### src/rtl/pkt_buf_reader_if.sv
// Bus bundle for the packet buffer read engine: descriptor in, RAM read port, word stream out.
// master is the engine side, slave is the environment side (scheduler, RAM, egress sink).
interface pkt_buf_reader_if #(
  parameter int WORD_WIDTH = 8,
  parameter int ADDR_WIDTH = 8,
  parameter int LEN_WIDTH  = 12
);
  logic                  desc_valid;
  logic                  desc_ready;
  logic [ADDR_WIDTH-1:0] desc_addr;
  logic [LEN_WIDTH-1:0]  desc_len;
  logic [ADDR_WIDTH-1:0] ram_addr;
  logic [WORD_WIDTH-1:0] ram_read_data;
  logic [WORD_WIDTH-1:0] out_data;
  logic                  out_valid;
  logic                  out_last;
  logic                  out_ready;
  logic                  free_inc;
  logic                  busy;

  modport master (
    input  desc_valid, desc_addr, desc_len, ram_read_data, out_ready,
    output desc_ready, ram_addr, out_data, out_valid, out_last, free_inc, busy
  );

  modport slave (
    output desc_valid, desc_addr, desc_len, ram_read_data, out_ready,
    input  desc_ready, ram_addr, out_data, out_valid, out_last, free_inc, busy
  );
endinterface

### src/rtl/pkt_buf_reader.sv
// Packet buffer read engine: walks a descriptor's words through a 1-cycle-latency RAM port
// and streams them out via a 3-entry fall-through FIFO, returning one free credit per word.
module pkt_buf_reader #(
  parameter int WORD_WIDTH = 8,
  parameter int ADDR_WIDTH = 8,
  parameter int DEPTH      = 256,
  parameter int LEN_WIDTH  = 12
) (
  input  logic             clock,
  input  logic             reset,
  pkt_buf_reader_if.master bus
);
  typedef enum logic {IDLE, READ} state_t;

  typedef struct packed {
    logic [WORD_WIDTH-1:0] data;
    logic                  last;
  } entry_t;

  state_t                state_q, state_d;
  logic [ADDR_WIDTH-1:0] addr_q, addr_d, ram_addr_q;
  logic [LEN_WIDTH-1:0]  rem_q, rem_d;
  logic                  inflight_q, inflight_last_q;
  entry_t                fifo_q [3];
  logic [1:0]            rd_ptr_q, wr_ptr_q, count_q;
  logic                  accept, issue, push, pop;

  function automatic logic [1:0] ptr_inc(input logic [1:0] p);
    return (p == 2'd2) ? 2'd0 : p + 2'd1;
  endfunction

  assign bus.desc_ready = (state_q == IDLE) && !reset;
  assign accept         = bus.desc_valid && bus.desc_ready;
  // Reads in flight plus words buffered never exceed the 3 FIFO slots.
  assign issue          = (state_q == READ) && !reset &&
                          (({1'b0, count_q} + {2'b00, inflight_q}) < 3'd3);
  assign push           = inflight_q;
  assign pop            = bus.out_valid && bus.out_ready;

  assign bus.ram_addr  = issue ? addr_q : ram_addr_q;
  assign bus.out_valid = (count_q != 2'd0) && !reset;
  assign bus.out_data  = bus.out_valid ? fifo_q[rd_ptr_q].data : '0;
  assign bus.out_last  = bus.out_valid && fifo_q[rd_ptr_q].last;
  assign bus.busy      = !reset && ((state_q == READ) || inflight_q || (count_q != 2'd0));

  always_comb begin
    state_d = state_q;
    addr_d  = addr_q;
    rem_d   = rem_q;
    case (state_q)
      IDLE: begin
        if (accept && (bus.desc_len != '0)) begin
          state_d = READ;
          addr_d  = bus.desc_addr;
          rem_d   = bus.desc_len;
        end
      end
      READ: begin
        if (issue) begin
          rem_d  = rem_q - LEN_WIDTH'(1);
          addr_d = (addr_q == ADDR_WIDTH'(DEPTH - 1)) ? '0 : addr_q + ADDR_WIDTH'(1);
          if (rem_q == LEN_WIDTH'(1)) state_d = IDLE;
        end
      end
      default: state_d = IDLE;
    endcase
  end

  always_ff @(posedge clock) begin
    if (reset) begin
      state_q         <= IDLE;
      addr_q          <= '0;
      rem_q           <= '0;
      ram_addr_q      <= '0;
      inflight_q      <= 1'b0;
      inflight_last_q <= 1'b0;
      rd_ptr_q        <= 2'd0;
      wr_ptr_q        <= 2'd0;
      count_q         <= 2'd0;
      bus.free_inc    <= 1'b0;
      for (int i = 0; i < 3; i++) fifo_q[i] <= '0;
    end else begin
      state_q         <= state_d;
      addr_q          <= addr_d;
      rem_q           <= rem_d;
      ram_addr_q      <= bus.ram_addr;
      inflight_q      <= issue;
      inflight_last_q <= issue && (rem_q == LEN_WIDTH'(1));
      bus.free_inc    <= pop;
      // Clearing inflight on reset is what drops data from reads issued before it.
      if (push) begin
        fifo_q[wr_ptr_q].data <= bus.ram_read_data;
        fifo_q[wr_ptr_q].last <= inflight_last_q;
        wr_ptr_q              <= ptr_inc(wr_ptr_q);
      end
      if (pop) rd_ptr_q <= ptr_inc(rd_ptr_q);
      case ({push, pop})
        2'b10:   count_q <= count_q + 2'd1;
        2'b01:   count_q <= count_q - 2'd1;
        default: count_q <= count_q;
      endcase
    end
  end

  a_no_overflow: assert property (@(posedge clock) disable iff (reset) !(push && (count_q == 2'd3)));
endmodule

### src/flat_wrapper.sv
// flat-port wrapper written by rule: the top's interface ports become plain ports
module pkt_buf_reader_flat 
#(
  parameter int WORD_WIDTH = 8,
  parameter int ADDR_WIDTH = 8,
  parameter int DEPTH      = 256,
  parameter int LEN_WIDTH  = 12
)
  (clock, reset, bus_desc_valid, bus_desc_addr, bus_desc_len, bus_ram_read_data, bus_out_ready, bus_desc_ready, bus_ram_addr, bus_out_data, bus_out_valid, bus_out_last, bus_free_inc, bus_busy);
  pkt_buf_reader_if #(.WORD_WIDTH(WORD_WIDTH), .ADDR_WIDTH(ADDR_WIDTH), .LEN_WIDTH(LEN_WIDTH)) bus_i ();
  input  logic clock;
  input  logic reset;
  input wire logic [$bits(bus_i.desc_valid)-1:0] bus_desc_valid;
  input wire logic [$bits(bus_i.desc_addr)-1:0] bus_desc_addr;
  input wire logic [$bits(bus_i.desc_len)-1:0] bus_desc_len;
  input wire logic [$bits(bus_i.ram_read_data)-1:0] bus_ram_read_data;
  input wire logic [$bits(bus_i.out_ready)-1:0] bus_out_ready;
  output wire logic [$bits(bus_i.desc_ready)-1:0] bus_desc_ready;
  output wire logic [$bits(bus_i.ram_addr)-1:0] bus_ram_addr;
  output wire logic [$bits(bus_i.out_data)-1:0] bus_out_data;
  output wire logic [$bits(bus_i.out_valid)-1:0] bus_out_valid;
  output wire logic [$bits(bus_i.out_last)-1:0] bus_out_last;
  output wire logic [$bits(bus_i.free_inc)-1:0] bus_free_inc;
  output wire logic [$bits(bus_i.busy)-1:0] bus_busy;
  assign bus_i.desc_valid = bus_desc_valid;
  assign bus_i.desc_addr = bus_desc_addr;
  assign bus_i.desc_len = bus_desc_len;
  assign bus_i.ram_read_data = bus_ram_read_data;
  assign bus_i.out_ready = bus_out_ready;
  assign bus_desc_ready = bus_i.desc_ready;
  assign bus_ram_addr = bus_i.ram_addr;
  assign bus_out_data = bus_i.out_data;
  assign bus_out_valid = bus_i.out_valid;
  assign bus_out_last = bus_i.out_last;
  assign bus_free_inc = bus_i.free_inc;
  assign bus_busy = bus_i.busy;
  pkt_buf_reader #(.WORD_WIDTH(WORD_WIDTH), .ADDR_WIDTH(ADDR_WIDTH), .DEPTH(DEPTH), .LEN_WIDTH(LEN_WIDTH)) u_core (.clock(clock), .reset(reset), .bus(bus_i));
endmodule
### config.mk
export PLATFORM = sky130hd
export DESIGN_NAME = pkt_buf_reader_flat
export DESIGN_NICKNAME = d
export VERILOG_FILES = /design/src/rtl/pkt_buf_reader_if.sv /design/src/rtl/pkt_buf_reader.sv /design/src/flat_wrapper.sv
export SDC_FILE = /design/constraint.sdc
export NUM_CORES = 1
export LEC_CHECK = 0
export BUFFER_PORTS_ARGS = -buffer_cell sky130_fd_sc_hd__buf_2
export CELL_PAD_IN_SITES_DETAIL_PLACEMENT = 0
export CELL_PAD_IN_SITES_GLOBAL_PLACEMENT = 1
export CORE_UTILIZATION = 45
export DETAILED_ROUTE_END_ITERATION = 12
export HOLD_SLACK_MARGIN = 0.15
export PLACE_DENSITY = 0.77
export SYNTH_ARGS = -nofsm -noshare
export SYNTH_HDL_FRONTEND = slang
export SYNTH_SLANG_ARGS = --single-unit
### constraint.sdc
create_clock -name clock -period 2.53 [get_ports clock]
set_input_delay 0.1265 -clock clock [delete_from_list [all_inputs] [get_ports clock]]
set_output_delay 0.1265 -clock clock [all_outputs]
set_load 0.02 [all_outputs]
---- Yosys cells after proc, flatten, opt, wreduce, memory -nomap -nowiden ----
Memories as Yosys holds them, arrays and structs flattened. A register that Yosys moved wholly into a read port is not among the register bits.
Index checks and enable logic that the tools add are counted.
operators by class
  add/subtract/negate cells ............... 7
  $lt $le $gt $ge ......................... 1
  equal/unequal tests ..................... 8
  muxes and demuxes ....................... 26
  bitwise logic cells ..................... 1
  reduce and logical (&&, ||, !) cells .... 18
operators with widths
  cell                     number
  $mux W8                  5
  $mux W12                 2
  $pmux W12 S2             1
  $pmux W8 S2              1
  $eq A12 B1 Y1 const B    1
  $reduce_bool A12 Y1      1
  $sub A12 B1 Y12 const B  1
  $logic_and A1 B1 Y1      10
  $mux W2                  5
  $mux W1                  9
  $mux W9                  1
  $reduce_or A9 Y1         1
  $add A8 B1 Y8 const B    1
  $eq A8 B8 Y1 const B     1
  $add A2 B1 Y2 const B    3
  $eq A2 B2 Y1 const B     3
  $ne A2 B2 Y1 const B     2
  $pmux W2 S2              1
  $reduce_bool A2 Y1       2
  $add A2 B1 Y3            1
  $lt A3 B2 Y1 const B     1
  $eq A2 B1 Y1 const B     1
  $logic_or A1 B1 Y1       2
  $pmux W1 S2              1
  4 further kinds          4
word-level totals
  flip-flop bits (word level) ............. 38
  bits in writable memories ............... 27
  output and inout bits ................... 21
  memories kept ........................... 1
memories
  memory         words  bits a word  read ports  clocked after Yosys merged registers in  write ports  RTL line              text
  u_core.fifo_q  3      9            1           1                                        3            pkt_buf_reader.sv:24  entry_t fifo_q [3];

---- Longest topological paths before layout ----
  depth in word-level cells ............... 6
  depth in mapped cells ................... 9
  gate-level depth less buffers ........... 8

---- Least setup slack after synthesis ----
Ideal clock, no wire load.
  path type ............................... reg-to-reg
  start point ............................. register u_core.count_q[0]
  end point ............................... register u_core.addr_q[2]
  library setup time ...................... 0.117 ns
  arrival ................................. 1.854 ns
  required time ........................... 2.413 ns
  slack ................................... 0.558 ns
  cell stages (with the launch flop) ...... 9
  period minus slack after synthesis ...... 1.972 ns
  cells stage by stage .................... dfxtp_1 > ha_1 > ha_1 > nand2_1 > nand3_2 > clkinv_1 > clkbuf_1 > o22ai_1 > a32o_1
between the ends
  word-level cells in the longest chain between the ends .. 5
ends and longest elaborated chain
  element                             RTL line               text
  from (decl)                         pkt_buf_reader.sv:25   logic [1:0] rd_ptr_q, wr_ptr_q, count_q;
  from (signal assigned)              pkt_buf_reader.sv:98   2'b10: count_q <= count_q + 2'd1;
  from (signal assigned)              pkt_buf_reader.sv:99   2'b01: count_q <= count_q - 2'd1;
  from (signal assigned)              pkt_buf_reader.sv:100  default: count_q <= count_q;
  $add A2 B1 Y3                       pkt_buf_reader.sv:36   (({1'b0, count_q} + {2'b00, inflight_q}) < 3'd3);
  $lt A3 B2 Y1                        pkt_buf_reader.sv:36
  $logic_and A1 B1 Y1                 pkt_buf_reader.sv:35   assign issue = (state_q == READ) && !reset &&
  $ne A2 B2 Y1 (no source line)       -
  $reduce_and A2 Y1 (no source line)  -
  to (signal assigned)                pkt_buf_reader.sv:84   addr_q <= addr_d;
  to (decl)                           pkt_buf_reader.sv:21   logic [ADDR_WIDTH-1:0] addr_q, addr_d, ram_addr_q;
No other way between the ends.
A chain may end at the register's enable or synchronous reset.

---- Worst setup path after layout ----
  start point ............................. register u_core.count_q[0]
  end point ............................... output port bus_ram_addr[2]
between the ends
  word-level cells in the longest chain between the ends .. 4
ends and longest elaborated chain
  element              RTL line              text
  $add A2 B1 Y3        pkt_buf_reader.sv:36
  $lt A3 B2 Y1         pkt_buf_reader.sv:36
  $logic_and A1 B1 Y1  pkt_buf_reader.sv:35
  $mux W8              pkt_buf_reader.sv:40  assign bus.ram_addr = issue ? addr_q : ram_addr_q;
  to (decl)            flat_wrapper.sv:19    output wire logic [$bits(bus_i.ram_addr)-1:0] bus_ram_addr;
No other way between the ends.

==> run_results.csv <==
group,metric,value,unit
timing,max_freq,429,MHz
status,status,"complete, no violations",
route,wl_per_cell,16.7,um
cts,clock_latency,0.34,ns
synth,syn_area,3710,sq um
worst_setup_path,worstPathMaxFanout,17,
worst_setup_path,end_kind,"output port",
synth,synthesis.nets,364,
placement,io_buffers,52,
placement,post_dp_cell_area,4090,sq um
route,ant_nets,0,
synth,yosys.cell_types.count,62,
grt,grt-ovfl-total,0,
synth,netlist.area_leader.share,0.291,
synth,synth.area.top_cells,"edfxtp_1, dfxtp_1, and2_1, mux4_2, mux2_2",
worst_setup_path,start_kind,"register",
cts,clockBufferDepth,2,
placement,dpl_worst_slack,0.389,ns
worst_setup_path,crit_type,"register to output port",
timing,tns,0,ns
floorplanning,num_rows,32,
timing,min_period_over_period,0.922,
synth,ys_warn_count,0,
route,drt_iter0_drc,158,
route,drt_wl_total,8540,um
synth,syn_area_per_cell,11.4,sq um
synth,yosysTopAreaCell,"edfxtp_1",
grt,grt_busiest_layer,"met2",
floorplanning,die_area,8610,sq um
floorplanning,die_height,92.8,um
synth,synthArstFlopShare,0,
cts,ctsRootBufferMaster,"clkbuf_8",
timing,fin_crit,2.33,ns
floorplanning,die_x,92.8,um
cts,path_clk_slew,0.08,ns
cts,post_cts_buffers,0,
final_layout,drive_gt1_frac,0.276,
final_layout,diodes,0,
timing,whs,0.176,ns
synth,synth_edf_count,36,
final_layout,areaGrowthSynthToFinish,21.3,%
synth,synth_commonest_cells,"and2_1, dfxtp_1, edfxtp_1",
pwr,vdd_drop_max,0.283,mV
run,drv_cap,0,
cts,ctsHtreeMaxLevel,3,
synth,syn_inst,326,
grt,grt_pass1_wl,13700,um
route,firstDrtPassIters,4,
placement,gp_congestion,0.798,
grt,grtUsageMet3,0.0394,
pwr,p_leak,1.77,nW
timing,slew-limit-headroom,0.586,
grt,grt_max_degree,27,
timing,worstMarginPinSlew,0.620,ns
timing,finClkSkew,0.00935,ns
grt,antenna_found_initial,0,
pwr,powerDensity,603,nW/um^2
timing,grt_setup_unrepaired,"false",
timing,layout_setup_ws,0.198,ns
cts,cts_buffers,9,
synth,synthFlopType,"dfxtp_1",
timing,setup_viol,0,
grt,met2_usage,0.361,
route,drc,0,
cts,clock_sinks,76,
timing,slew_viol_final,0,
hold_path,worstHoldPathType,"primary input to register",
grt,grt.total_usage,0.210,
final_layout,fin_area,4500,sq um
grt,first_global_vias,2783,
floorplanning,ioPinCount,53,
synth,synth_seq_cells,76,
synth,synth-seq-area-share,0.507,
grt,gr-usage-met1,0.264,
floorplanning,core,7850,sq um
final_layout,nNetsFinal,443,
synth,yosysMostFrequentCell,"and2_1",
worst_setup_path,critPathArrivalTime,2.21,ns
route,via_per_inst,5.61,
floorplanning,start_util,0.473,
route,vias,2871,
worst_setup_path,worstPathRequired,2.40,ns
cts,tritoncts,"built",
placement,dp_hpwl,5700,um
timing,hold_viol,0,
==> power by group <==
| group | internal (mW) | switching, mW | total [mW] |
|---|---|---|---|
| Clock | 0.350 | 0.455 | 0.805 |
| Sequential | 1.36 | 0.0787 | 1.43 |
| Combinational | 0.224 | 0.249 | 0.474 |
==> through the flow <==
stage               power (mW)   util  instances
floorplan                 1.76      -        326
global placement          1.90  0.521        472
detailed placement        1.90  0.521        472
CTS                       2.73  0.573        512
global route              2.83  0.573        512
finish                    2.71  0.573        512
==> logic make-up (layout without fill, tap and decap cells) <==
family          after synthesis  in the layout  share of synthesized area
compound gates               73             73                      0.152
simple gates                115            115                      0.190
mux                          19             19                     0.0847
buf+inv                      35            119                     0.0411
flops                        76             76                      0.507
fa+ha+maj                     6              6                     0.0202
xor+xnor                      2              2                    0.00472
==> final timing paths <==
path,from,endpoint,slack [ns],depth (start not counted)
worst max-delay path,u_core.count_q[0]$_SDFFE_PP0P_,bus_ram_addr[2],0.20,7
worst min-delay path,bus_desc_valid,u_core.state_q$_SDFF_PP0_,0.18,3
worst max register to register,u_core.state_q$_SDFF_PP0_,u_core.addr_q[7]$_SDFFE_PP0P_,0.51,5
worst min register to register,u_core.inflight_last_q$_SDFF_PP0_,u_core.fifo_q[3][0]$_DFFE_PP_,0.46,0
==> cell usage in the layout, fill, tap and decap left out, types with 3 or more instances in the layout <==
cell type and count:
a21o_1 3, buf_2 52, o21ai_1 3, mux2_2 9, o31a_1 3, nor3_1 6, o32ai_1 4, clkbuf_8 9
or3_1 5, mux4_2 9, inv_1 13, nor4_1 7, a2bb2oi_1 3, o2bb2ai_1 3, nand2_1 8, o22ai_1 5
a31oi_1 4, nor2_1 9, o32ai_2 3, ha_1 6, dlygate4sd3_1 24, a21oi_1 11, buf_4 11, edfxtp_1 36
a32o_1 8, clkinv_1 3, o21ai_0 6, nand3_1 7, and2_1 46, nor3b_1 3, a22oi_1 4, dfxtp_1 40
or2_2 5
==> critical path, stage by stage, from the launching register on <==
cell and delay [ns]:
dfxtp_1 0.36, ha_1 0.21, ha_1 0.26, nand2_1 0.08, nand3_2 0.10, clkinvlp_4 0.30, mux2_2 0.38, buf_2 0.16
==> sequential cells by signal (all words and copies together) (netlist names), named ones only <==
signal,flops
u_core.wr_ptr_q,2
u_core.inflight_q,1
u_core.ram_addr_q,8
u_core.count_q,2
u_core.bus.free_inc,1
u_core.inflight_last_q,1
u_core.fifo_q,36
u_core.rd_ptr_q,2
u_core.addr_q,8
u_core.rem_q,12
u_core.state_q,1
==> layout make-up <==
cell class,count,area (sq um)
clock buffers,9,124
clock inverters,7,43.8
fillers,707,3350
inverters,16,63.8
multi-input cells,215,1680
flip-flops and latches,76,1880
well taps,102,128
repair buffers,87,583
==> layer usage <==
metal | wire [um] | vias up
li1 | - | 1400
met1 | 4010 | 1396
met2 | 4160 | 70
met3 | 303 | 5
met4 | 63 | 0
met5 | 0 | -
==> what timing repair did <==
item                                    CTS  global route
endpoints found under the setup margin    0             2
hold endpoints to repair                 48             0
gates resized for setup                   0             1
hold buffers                             24             0
No activity file was read; power rests on OpenSTA's default activity.
